==> src/rtl/snake_pkg.sv <==
// Shared types for the snake input front-end: direction encoding and the reversal helper.
package snake_pkg;

   typedef enum logic [1:0] {
      DIR_UP    = 2'd0,
      DIR_DOWN  = 2'd1,
      DIR_LEFT  = 2'd2,
      DIR_RIGHT = 2'd3
   } dir_t;

   // UP<->DOWN and LEFT<->RIGHT differ only in bit 0.
   function automatic dir_t opposite(input dir_t d);
      return dir_t'(d ^ 2'b01);
   endfunction

endpackage

==> src/rtl/snake_input_ctrl_btn_debounce.sv <==
// One button: synchroniser chain, then (with SNAKE_INPUT_DEBOUNCE_EN) a stable-count debouncer.
// Without SNAKE_INPUT_DEBOUNCE_EN the level is the synchroniser output itself.
module btn_debounce
   import snake_pkg::*;
#(
   parameter int SYNC_STAGES     = 2,
   parameter int DEBOUNCE_CYCLES = 4
) (
   input  logic clk,
   input  logic rst,
   input  logic raw,
   output logic level
);

   logic [SYNC_STAGES-1:0] sync_q;
   logic                   sync_out;

   always_ff @(posedge clk or posedge rst) begin
      if (rst) sync_q <= '0;
      else     sync_q <= {sync_q[SYNC_STAGES-2:0], raw};
   end

   assign sync_out = sync_q[SYNC_STAGES-1];

`ifdef SNAKE_INPUT_DEBOUNCE_EN
   localparam int            CW       = $clog2(DEBOUNCE_CYCLES + 1);
   localparam logic [CW-1:0] CNT_LAST = CW'(DEBOUNCE_CYCLES - 1);

   logic [CW-1:0] cnt;
   logic          level_r;

   // The counter tracks consecutive synced cycles that disagree with the level.
   always_ff @(posedge clk or posedge rst) begin
      if (rst) begin
         cnt     <= '0;
         level_r <= 1'b0;
      end else if (sync_out == level_r) begin
         cnt <= '0;
      end else if (cnt == CNT_LAST) begin
         cnt     <= '0;
         level_r <= ~level_r;
      end else begin
         cnt <= cnt + 1'b1;
      end
   end

   assign level = level_r;
`else
   assign level = sync_out;
`endif

endmodule

==> src/rtl/snake_input_ctrl.sv <==
// Snake game input front-end: per-button conditioning, press edges, and a filtered direction FIFO.
// Debouncing is enabled by defining SNAKE_INPUT_DEBOUNCE_EN.
module snake_input_ctrl
   import snake_pkg::*;
#(
   parameter int N_BTN           = 6,
   parameter int SYNC_STAGES     = 2,
   parameter int DEBOUNCE_CYCLES = 4,
   parameter int QUEUE_DEPTH     = 4,
   parameter int INIT_DIR        = 3
) (
   input  logic             clk,
   input  logic             rst,
   input  logic [N_BTN-1:0] i_btn,
   input  logic             i_flush,
   input  logic             i_dir_ready,
   output logic [N_BTN-1:0] o_btn_level,
   output logic [N_BTN-1:0] o_btn_press,
   output logic             o_dir_valid,
   output logic [1:0]       o_dir,
   output logic             o_queue_full,
   output logic             o_overflow
);

   localparam int              PW           = $clog2(QUEUE_DEPTH);
   localparam int              CNTW         = PW + 1;
   localparam logic [CNTW-1:0] DEPTH_C      = CNTW'(QUEUE_DEPTH);
   localparam dir_t            INIT_HEADING = dir_t'(INIT_DIR[1:0]);

   logic [N_BTN-1:0] level;
   logic [N_BTN-1:0] level_q;

   for (genvar gi = 0; gi < N_BTN; gi++) begin : g_btn
      btn_debounce #(
         .SYNC_STAGES    (SYNC_STAGES),
         .DEBOUNCE_CYCLES(DEBOUNCE_CYCLES)
      ) u_debounce (
         .clk  (clk),
         .rst  (rst),
         .raw  (i_btn[gi]),
         .level(level[gi])
      );
   end

   always_ff @(posedge clk or posedge rst) begin
      if (rst) level_q <= '0;
      else     level_q <= level;
   end

   assign o_btn_level = level;
   assign o_btn_press = level & ~level_q;

   dir_t            cand;
   logic            cand_valid;
   logic            accept;
   logic            full;
   logic            do_pop;
   logic            do_push;
   dir_t            ref_dir;
   dir_t            mem [QUEUE_DEPTH];
   logic [PW-1:0]   wr_ptr;
   logic [PW-1:0]   rd_ptr;
   logic [CNTW-1:0] count;

   // Scan from RIGHT down to UP so the lowest-indexed press wins.
   always_comb begin
      cand_valid = 1'b0;
      cand       = DIR_UP;
      for (int k = 3; k >= 0; k--) begin
         if (o_btn_press[k]) begin
            cand_valid = 1'b1;
            cand       = dir_t'(k[1:0]);
         end
      end
   end

   // Handshake: an entry transfers on a cycle where o_dir_valid && i_dir_ready;
   // o_dir is stable while o_dir_valid is high and i_dir_ready is low.
   assign accept     = cand_valid && (cand != ref_dir) && (cand != opposite(ref_dir));
   assign full       = (count == DEPTH_C);
   assign do_pop     = i_dir_ready && o_dir_valid;
   assign do_push    = accept && (!full || do_pop);
   assign o_overflow = accept && full && !do_pop && !i_flush;

   always_ff @(posedge clk or posedge rst) begin
      if (rst) begin
         wr_ptr  <= '0;
         rd_ptr  <= '0;
         count   <= '0;
         ref_dir <= INIT_HEADING;
      end else if (i_flush) begin
         wr_ptr  <= '0;
         rd_ptr  <= '0;
         count   <= '0;
         ref_dir <= INIT_HEADING;
      end else begin
         if (do_push) wr_ptr <= wr_ptr + 1'b1;
         if (do_pop)  rd_ptr <= rd_ptr + 1'b1;
         // A dropped press still moves the reference: it was a legal turn.
         if (accept)  ref_dir <= cand;
         if (do_push && !do_pop)      count <= count + 1'b1;
         else if (!do_push && do_pop) count <= count - 1'b1;
      end
   end

   always_ff @(posedge clk) begin
      if (do_push && !i_flush) mem[wr_ptr] <= cand;
   end

   assign o_dir_valid  = (count != '0);
   assign o_dir        = o_dir_valid ? mem[rd_ptr] : DIR_UP;
   assign o_queue_full = full;

endmodule

==> config.mk <==
export PLATFORM = sky130hd
export DESIGN_NAME = snake_input_ctrl
export DESIGN_NICKNAME = d
export VERILOG_FILES = /design/src/rtl/snake_pkg.sv /design/src/rtl/snake_input_ctrl_btn_debounce.sv /design/src/rtl/snake_input_ctrl.sv
export SDC_FILE = /design/constraint.sdc
export NUM_CORES = 1
export LEC_CHECK = 0
export CORE_ASPECT_RATIO = 0.6
export CORE_UTILIZATION = 51
export CTS_CLUSTER_DIAMETER = 40
export DETAILED_ROUTE_END_ITERATION = 7
export PLACE_DENSITY = 0.82
export SLEW_MARGIN = 10
export SYNTH_ARGS = -nofsm -noshare
export SYNTH_HDL_FRONTEND = slang
export SYNTH_SLANG_ARGS = --single-unit
==> constraint.sdc <==
create_clock -name clk -period 2.9 [get_ports clk]
set_input_delay 0.58 -clock clk [delete_from_list [all_inputs] [get_ports clk]]
set_output_delay 0.58 -clock clk [all_outputs]
set_load 0.01 [all_outputs]
# Word-level counts from Yosys, hierarchy flattened
# Memories as Yosys holds them, arrays and structs flattened.
# Index checks and enable logic that the tools add are counted.
# Widths: inputs -> output; s select.
[word_totals]
output_inout_bits = 17
ramBits = 8
regBits = 27
memories = 1
inputBits = 10
[mem_list]
columns = ["name", "depth", "word_bits", "rd", "rd_clocked_by_memory_dff", "wr", "line_no", "rtl"]
rows = [
  ["mem", 4, 2, 1, 0, 1, "snake_input_ctrl.sv:60", "dir_t mem [QUEUE_DEPTH];"],
]
[classes]
bitwise_logic = 3
reduce_logical = 20
n_eq_ne = 3
mux = 20
add_sub_neg = 4
[op_table]
columns = ["cell", "n"]
rows = [
  ["$mux 2", 11],
  ["$logic_and 1x1->1", 10],
  ["$mux 3", 3],
  ["$and 6x6->6", 1],
  ["$mux 1", 6],
  ["$not 6->6", 1],
  ["$reduce_bool 2->1", 3],
  ["$reduce_bool 3->1", 2],
  ["$add 2x1->2 const B", 2],
  ["$logic_not 1->1", 4],
  ["$ne 2x2->1", 2],
  ["$add 3x1->3 const B", 1],
  ["$eq 3x3->1 const B", 1],
  ["$sub 3x1->3 const B", 1],
  ["$logic_or 1x1->1", 1],
  ["$not 1->1", 1],
]

# Longest topological paths before layout
[logic_depth]
depth_word = 15
mapped_depth = 11
ltp_nobuf = 11

# Cells and area by module
# A second synthesis with hierarchy kept.
[unflattened]
cells_unflattened = 116
hier_area_um2 = 1483.9
[modules_own_cells]
columns = ["module", "seq_area_each_um2", "area_per_inst_um2", "n_inst", "cells_per_inst"]
rows = [
  ["snake_input_ctrl", 591.8, 1161.1, 1, 98],
  ["btn_debounce", 50.0, 53.8, 6, 3],
]

# Worst setup path before layout
# Ideal clock, no wire load.
[synth_path]
path_type = "register to register"
startpoint = "register g_btn[2].u_debounce.sync_q[1]"
endpoint = "register count[2]"
arrival_time_ns = 1.978
stages_incl_launch_ff = 11
slack_ns = 0.834
cell_sequence = "dfrtp_1 nor2b_4 o2111ai_2 nand2_4 and2_1 fa_1 nor2_1 o2111ai_1 o311ai_1 nand3b_1 a41oi_1"
[synth_between]
elab_chain_cells = 11
[synth_lines]
columns = ["item", "line_no", "rtl"]
rows = [
  ["start, declared", "snake_input_ctrl_btn_debounce.sv:15", "logic [SYNC_STAGES-1:0] sync_q;"],
  ["start signal, assigned", "snake_input_ctrl_btn_debounce.sv:20", "else sync_q <= {sync_q[SYNC_STAGES-2:0], raw};"],
  ["$and 6x6->6 *", "snake_input_ctrl.sv:51", "assign o_btn_press = level & ~level_q;"],
  ["via o_btn_press[2]", "snake_input_ctrl.sv:18", "output logic [N_BTN-1:0] o_btn_press,"],
  ["$mux 2 (3 in series)", "snake_input_ctrl.sv:70", "if (o_btn_press[k]) begin"],
  ["$ne 2x2->1", "snake_input_ctrl.sv:79", "assign accept = cand_valid && (cand != ref_dir) && (cand != opposite(ref_dir));"],
  ["$logic_and 1x1->1", "snake_input_ctrl.sv:79", ""],
  ["$logic_and 1x1->1 *", "snake_input_ctrl.sv:79", ""],
  ["$logic_and 1x1->1 *", "snake_input_ctrl.sv:82", "assign do_push = accept && (!full || do_pop);"],
  ["$logic_and 1x1->1 or $logic_not 1->1 (tied branches)", "snake_input_ctrl.sv:101, snake_input_ctrl.sv:102", ""],
  ["$mux 3 or $logic_and 1x1->1 (tied branches)", "snake_input_ctrl.sv:101, snake_input_ctrl.sv:102", ""],
  ["$mux 3 or $reduce_bool 3->1 (tied branches)", "--", ""],
  ["end signal, assigned", "snake_input_ctrl.sv:101", "if (do_push && !do_pop) count <= count + 1'b1;"],
  ["end signal, assigned", "snake_input_ctrl.sv:102", "else if (!do_push && do_pop) count <= count - 1'b1;"],
  ["end, declared", "snake_input_ctrl.sv:63", "logic [CNTW-1:0] count;"],
]
# Mark *: on every way through the listed nets, which the timed path passes. The rest lies on a longest branch.
# A chain may end at the register's enable or synchronous reset.

# Worst setup path in the final report
[layout_path]
startpoint = "input i_dir_ready"
endpoint = "output o_overflow"
[layout_between]
elab_chain_cells = 4
[layout_lines]
columns = ["item", "line_no", "rtl"]
rows = [
  ["start, declared", "snake_input_ctrl.sv:16", "input logic i_dir_ready,"],
  ["$logic_and 1x1->1", "snake_input_ctrl.sv:81", "assign do_pop = i_dir_ready && o_dir_valid;"],
  ["$logic_not 1->1", "snake_input_ctrl.sv:83", "assign o_overflow = accept && full && !do_pop && !i_flush;"],
  ["$logic_and 1x1->1 (2 in series)", "snake_input_ctrl.sv:83", ""],
  ["end, declared", "snake_input_ctrl.sv:22", "output logic o_overflow"],
]
# Every way passes these cells.

==> impl_metrics.ini <==
[yosys]
ys_warn_count = 0
yosysMostFrequentCell = dfrtp_1
synthTopCellsByCount = dfrtp_1, nor2_1, edfxtp_1
yosys.area.top_type = dfrtp_1
ys_ff_latch = 34
syn_area_um2 = 1520
yosys_most_used_dff = dfrtp_1
yosysSeqAreaShare_pct = 58.5
synth_fp_nets = 129
synthCells = 114
synthTopCellsByArea = dfrtp_1, edfxtp_1, ha_1, buf_4, mux4_2
synthDistinctLibCells = 41
avgSynthCellArea_um2 = 13.4
synth_top_cell_area_share_pct = 41.1
synth-edff-count = 8
async_flop_share_pct = 76.5

[finish]
synthToLayoutAreaGrowth_pct = 24.1
drive_gt1_share_pct = 18.2
design_area_um2 = 1890
fin_nets = 157
antennaDiodeCount = 0

[worst_setup_path]
r2r_slack_ns = 0.52
reg2reg_depth = 9
worstPathMaxFanout = 5
cp-start-kind = input port
crit_family = buffers and inverters
crit_top_cell = clkdlybuf4s50_1
crit_type = input port to output port
reg2reg_from = count[0]$_DFFE_PP0P_
cp.buffers_inverters = 2
r2r-end = count[2]$_DFFE_PP0P_
crit_required_ns = 2.32
cp_slowest_cell = clkdlybuf4s50_1
critPathArrivalTime_ns = 2.23
endpoint_kind = output port
cpPeakStageDelay_ns = 0.59
crit_path_cell_trace = clkdlybuf4s50_1, nand3b_1, a211oi_1, clkdlybuf4s50_1

[floorplanning]
die_h_um = 44.3
initial_core_util_pct = 57.2
core_um2 = 2660
die_area_um2 = 3220
dieWidth_um = 72.6
fp-row-count = 14
ios = 27

[detailed_routing]
drt_drc_violations_left = 0
via_count = 959
viasPerCell = 5.24
drt.antenna.violating_nets = 0
drtIter0Drc = 38
detail_route.wl_per_cell_um = 14.6
wirelength_mm = 2.67
first_pass_iters = 4

[clock_tree]
cts_setup_buffers = 0
cts_buffers = 5
cts_hold_buf = 0
clock_latency_ns = 0.28
cts_root_buf = clkbuf_8
cts_tree = yes
cts_buffer_depth = 2
htree_levels = 2
cts_num_sinks = 34
ctsResizeCount = 0
clk_pin_slew_ns = 0.06

[power_and_ir_drop]
p_leak_nw = 0.794
p_per_area_nw_per_um2 = 711
vdd_ir_drop_max_mv = 0.423

[timing]
fin_tns_setup_ns = 0
slew_viol_final = 0
fin_skew_ns = 0.00643
rsz0062_at_grt = false
setup_viol = 0
period_share_pct = 97.0
max_slew.worst_pin.slew_ns = 0.378
final.min_clock_period_ns = 2.81
slew_headroom_pct = 74.7
fmax_ghz = 0.356
hold_viol_final = 0
fin_hold_ws_ns = 0.350

[global_routing]
grt_pass1_vias = 931
grt_pass1_wl_mm = 4.40
antenna_found_initial = 0
grtUsageTotal_pct = 20.2
grt_max_degree = 27
gr-total-overflow = 0

[hold_path]
min_path_cells = 0
min_from = g_btn[2].u_debounce.sync_q[0]$_DFF_PP0_
hold_path_end = g_btn[2].u_debounce.sync_q[1]$_DFF_PP0_
min_path_type = register to register

[status]
status = completed

[flow_run]
drv_cap = 0

[placed_design]
io_buffers = 26
post_dp_cell_area_um2 = 1800
gp_congestion = 0.868
hpwl_mm = 2.02
-- how the worst max path moves through the flow --
stage                                             from              endpoint  slack (ns)  depth (start not counted)
3_3_place_gp                               i_dir_ready            o_overflow        0.18                          4
4_1_cts                                    i_dir_ready            o_overflow        0.11                          4
2_1_floorplan  g_btn[2].u_debounce.sync_q[1]$_DFF_PP0_  count[2]$_DFFE_PP0P_        0.83                         10
6_report                                   i_dir_ready            o_overflow        0.09                          4
5_1_grt                                    i_dir_ready            o_overflow        0.02                          4
3_5_place_dp                               i_dir_ready            o_overflow        0.14                          4
-- placed cells by master, fill, tap and decap left out, types with 3 or more instances in the layout --
| cell | instances |
|---|---|
| dfrtp_1 | 25 |
| edfxtp_1 | 8 |
| nor2_1 | 10 |
| inv_1 | 7 |
| clkbuf_8 | 6 |
| o2111ai_1 | 3 |
| and2_2 | 3 |
| nor2b_1 | 3 |
| ha_1 | 4 |
| nand3b_1 | 3 |
| and2_1 | 5 |
| nand2_1 | 3 |
| clkdlybuf4s50_1 | 26 |
-- area by class of cell --
| type | instances | area (um^2) |
|---|---|---|
| clock buffers | 7 | 86.3 |
| clock inverters | 1 | 5.00 |
| fillers | 199 | 771 |
| inverters | 8 | 30.0 |
| well taps | 40 | 50.0 |
| repair buffers | 28 | 275 |
| flip-flops and latches | 34 | 892 |
| multi-input cells | 65 | 553 |
-- layer usage --
metal  vias up  routed length, um  share of wire [%]  global-route usage [%]
met2        33               1310                 49                    31.6
met4         0                 45                1.7                    12.2
met3         6                180                6.7                    7.97
met1       478               1140                 43                    24.2
li1        442                  -                  -                       -
met5         -                  0                  0                       0
-- registers in the layout (all words and copies together), names as in the netlist --
| name | count |
|---|---|
| count | 3 |
| g_btn.u_debounce.sync_q | 12 |
| level_q | 6 |
| mem | 8 |
| rd_ptr | 2 |
| ref_dir | 1 |
| wr_ptr | 2 |
-- power by group --
part           internal [mW]  switching (mW)
Sequential             0.540          0.0478
Combinational          0.221           0.190
Clock                  0.191           0.155
Total                  0.952           0.393
-- metrics by stage --
step / cells / worst slack (ns) / power, mW / util, %
global route: 183 / 0.0159 / 1.43 / 71.1
finish: 183 / 0.0879 / 1.35 / 71.1
CTS: 183 / 0.109 / 1.36 / 71.1
global placement: 175 / 0.179 / 0.984 / 67.6
detailed placement: 175 / 0.136 / 1.01 / 67.6
floorplan: 114 / 0.834 / 0.859 / -
-- kinds of logic after synthesis --
kind of cell	count (synthesis)	synth area share, %
buffers and inverters	15	5.17
DFF	34	58.5
adders and majority gates	5	4.60
and+or+nand+nor	36	15.7
AOI/OAI and AO/OA	15	8.29
xor gates and xnor gates	3	1.72
muxes	6	5.99
Note: power is estimated with default switching activity, not from simulation.
==> variant: new RTL, config.mk and constraints unchanged <==
Build with the macro `SNAKE_INPUT_DEBOUNCE_EN` defined.
--- a/src/rtl/snake_input_ctrl_btn_debounce.sv
+++ b/src/rtl/snake_input_ctrl_btn_debounce.sv
@@ -1,5 +1,7 @@
 // One button: synchroniser chain, then (with SNAKE_INPUT_DEBOUNCE_EN) a stable-count debouncer.
 // Without SNAKE_INPUT_DEBOUNCE_EN the level is the synchroniser output itself.
+`define SNAKE_INPUT_DEBOUNCE_EN
+
 module btn_debounce
    import snake_pkg::*;
 #(
Function: changed (a bounded check fails within 4 cycles, from zero or initial values and one cycle with rst high).
==> variant against the unedited design <==
  * Sequential cell count up 24
  * Register-to-register slack better by 20 ps
  * Via count grew 45%
  * Power grew 120%
  * Fmax is 2.7% higher
  * Area after synthesis up 59%
  * Routed wire length is 43% higher
  * Utilization shrank 3.5 points
  * Critical path depth stayed put
  * Worst setup slack improved by 74 ps
  * Design area grew 54%
  * Largest cell class unchanged
==> variant: results (changes against the unedited design) <==
Outcome
  • Status: finished clean

Yosys
  • Synth area leaders: dfrtp_1 51%, edfxtp_1 9.9%, ha_1 5.2%
  • Synth async-reset ratio: 0.862 (+0.0974)
  • Sequential-to-total area share from yosys stat: 0.617 (+0.0315)
  • Number of synthesized flops with an enable pin: 8 (unchanged)
  • Synth top cells by count: 49 x dfrtp_1, 13 x nor2_1, 11 x nor3b_1, 10 x ha_1, 10 x nor2b_1
  • Post-synth cell types: 38 (-7.3%)
  • Post-Syn Nets: 202 (+57%)

Worst setup path
  • Reg2reg path depth: 9 (unchanged)
  • R2R Setup Slk: 540 ps (+20 ps)
  • CP Max Fanout: 2 (-3)
  • Slowest cell delay on critical path: 560 ps (-30 ps)
  • Worst flop-to-flop path startpoint: g_btn[2].u_debounce.level$_DFFE_PP0P_
  • Worst Path Arrival: 2160 ps (-70 ps)

Clocking
  • Num CTS Buffers: 9 (+4)
  • H-tree levels: 3 (+1)
  • Clock slew at reported path FFs: 70 ps
  • CTS resizes: 0 (unchanged)
  • Worst-Skew Late Latency: 330 ps (+50 ps)
  • Clock tree buffer depth: 2 (unchanged)
  • Post-CTS Setup Bufs: 0 (unchanged)

Timing
  • Slew headroom: 0.478 (-0.270)
  • Worst Skew: 8.81 ps (+2.38 ps)

Place
  • Placed Area: 2730 µm² (+52%)
  • Placer Congestion: 0.713 (-18%)
  • Post-DP HPWL: 2.79 mm (+38%)

Layout
  • Top Registers: g_btn.u_debounce.cnt: 18 flops, g_btn.u_debounce.sync_q: 12 flops, mem: 8 flops
  • Fill cells: 313 (+57%)
  • Share of layout cells above drive strength 1: 0.164 (-0.0182)
  • Antenna diodes: 0 (unchanged)
  • NumNets Final: 236 (+50%)

Route
  • Drt pass-1 iters: 4 (unchanged)
  • Initial DRC count: 67 (+76%)
  • Final wirelength: 3.82 mm (+43%)
  • Total number of vias: 1390 (+45%)
  • ANT nets after route: 0 (unchanged)

Power
  • Cell internal pwr: 2.06 mW (+120%)
  • Total clock network power: 0.691 mW (+100%)
  • Comb power frac: 0.362 (+0.056)
  • Worst VDD drop: 541 µV (+28%)
  • Pleak: 1.30 nW (+64%)
  • Sw frac: 0.315 (+0.0230)

Worst hold path
  • Worst Hold Launch: g_btn[5].u_debounce.sync_q[0]$_DFF_PP0_
  • Hold path cells: 0 (unchanged)
  • Hold Path Sink: g_btn[5].u_debounce.sync_q[1]$_DFF_PP0_

GRT
  • Total track usage: 0.179 (-0.0234)
  • Largest net degree at the start of global routing: 40 (+48%)
  • Initial antenna violation count: 0 (unchanged)
  • Vias in the first global route: 1474 (+58%)
  • Global-route wire length before repair: 6.69 mm (+52%)
## variant: per-layer routing
metal	share of wire	vias up	wire [µm]	track usage
li1	-	670	-	-
met2	0.48	27	1830	0.271
met1	0.45	685	1730	0.216
met3	0.049	8	187	0.0840
met5	0	-	0	0
met4	0.018	0	70	0.0884
## variant: cells by family (layout without fill, tap and decap cells)
group	count (synthesis)	count (layout)	synth area share
simple gates	65	65	0.158
flops	58	58	0.617
buf+inv	17	56	0.0403
xor+xnor	9	9	0.0326
mux	12	12	0.0657
compound gates	9	9	0.0264
fa+ha+maj	11	11	0.0600
## variant: final cells by class
type / count / area share
Clock buffer: 14 / 0.0625
Inverter: 9 / 0.0116
Tap cell: 60 / 0.0257
Sequential cell: 58 / 0.511
Multi-Input combinational cell: 106 / 0.284
Clock inverter: 2 / 0.00343
Timing Repair Buffer: 31 / 0.102
## variant: worst max-delay path by stage
stage / from / end / slack [ps] / depth (start not counted)
floorplan: g_btn[2].u_debounce.level$_DFFE_PP0P_ / count[2]$_DFFE_PP0P_ / 680 / 10
global placement: i_dir_ready / o_overflow / 200 / 4
detailed placement: i_dir_ready / o_overflow / 170 / 4
CTS: i_dir_ready / o_overflow / 170 / 4
global route: i_dir_ready / o_overflow / 50 / 4
finish: i_dir_ready / o_overflow / 160 / 4
## variant: worst max-delay path: cells and delay by family
family | cells | cell delay, ps
buffers and inverters | 2 | 970
AND/OR/NAND/NOR | 2 | 600
## variant: stage by stage
stage | hold slack [ps] | setup slack (ps) | instances | utilization
after floorplan | 331 | 682 | 181 | -
final | 337 | 162 | 280 | 0.676
after global routing | 345 | 45.5 | 280 | 0.676
after CTS | 338 | 168 | 280 | 0.676
after global placement | 332 | 202 | 264 | 0.631
after detailed placement | 335 | 169 | 264 | 0.631
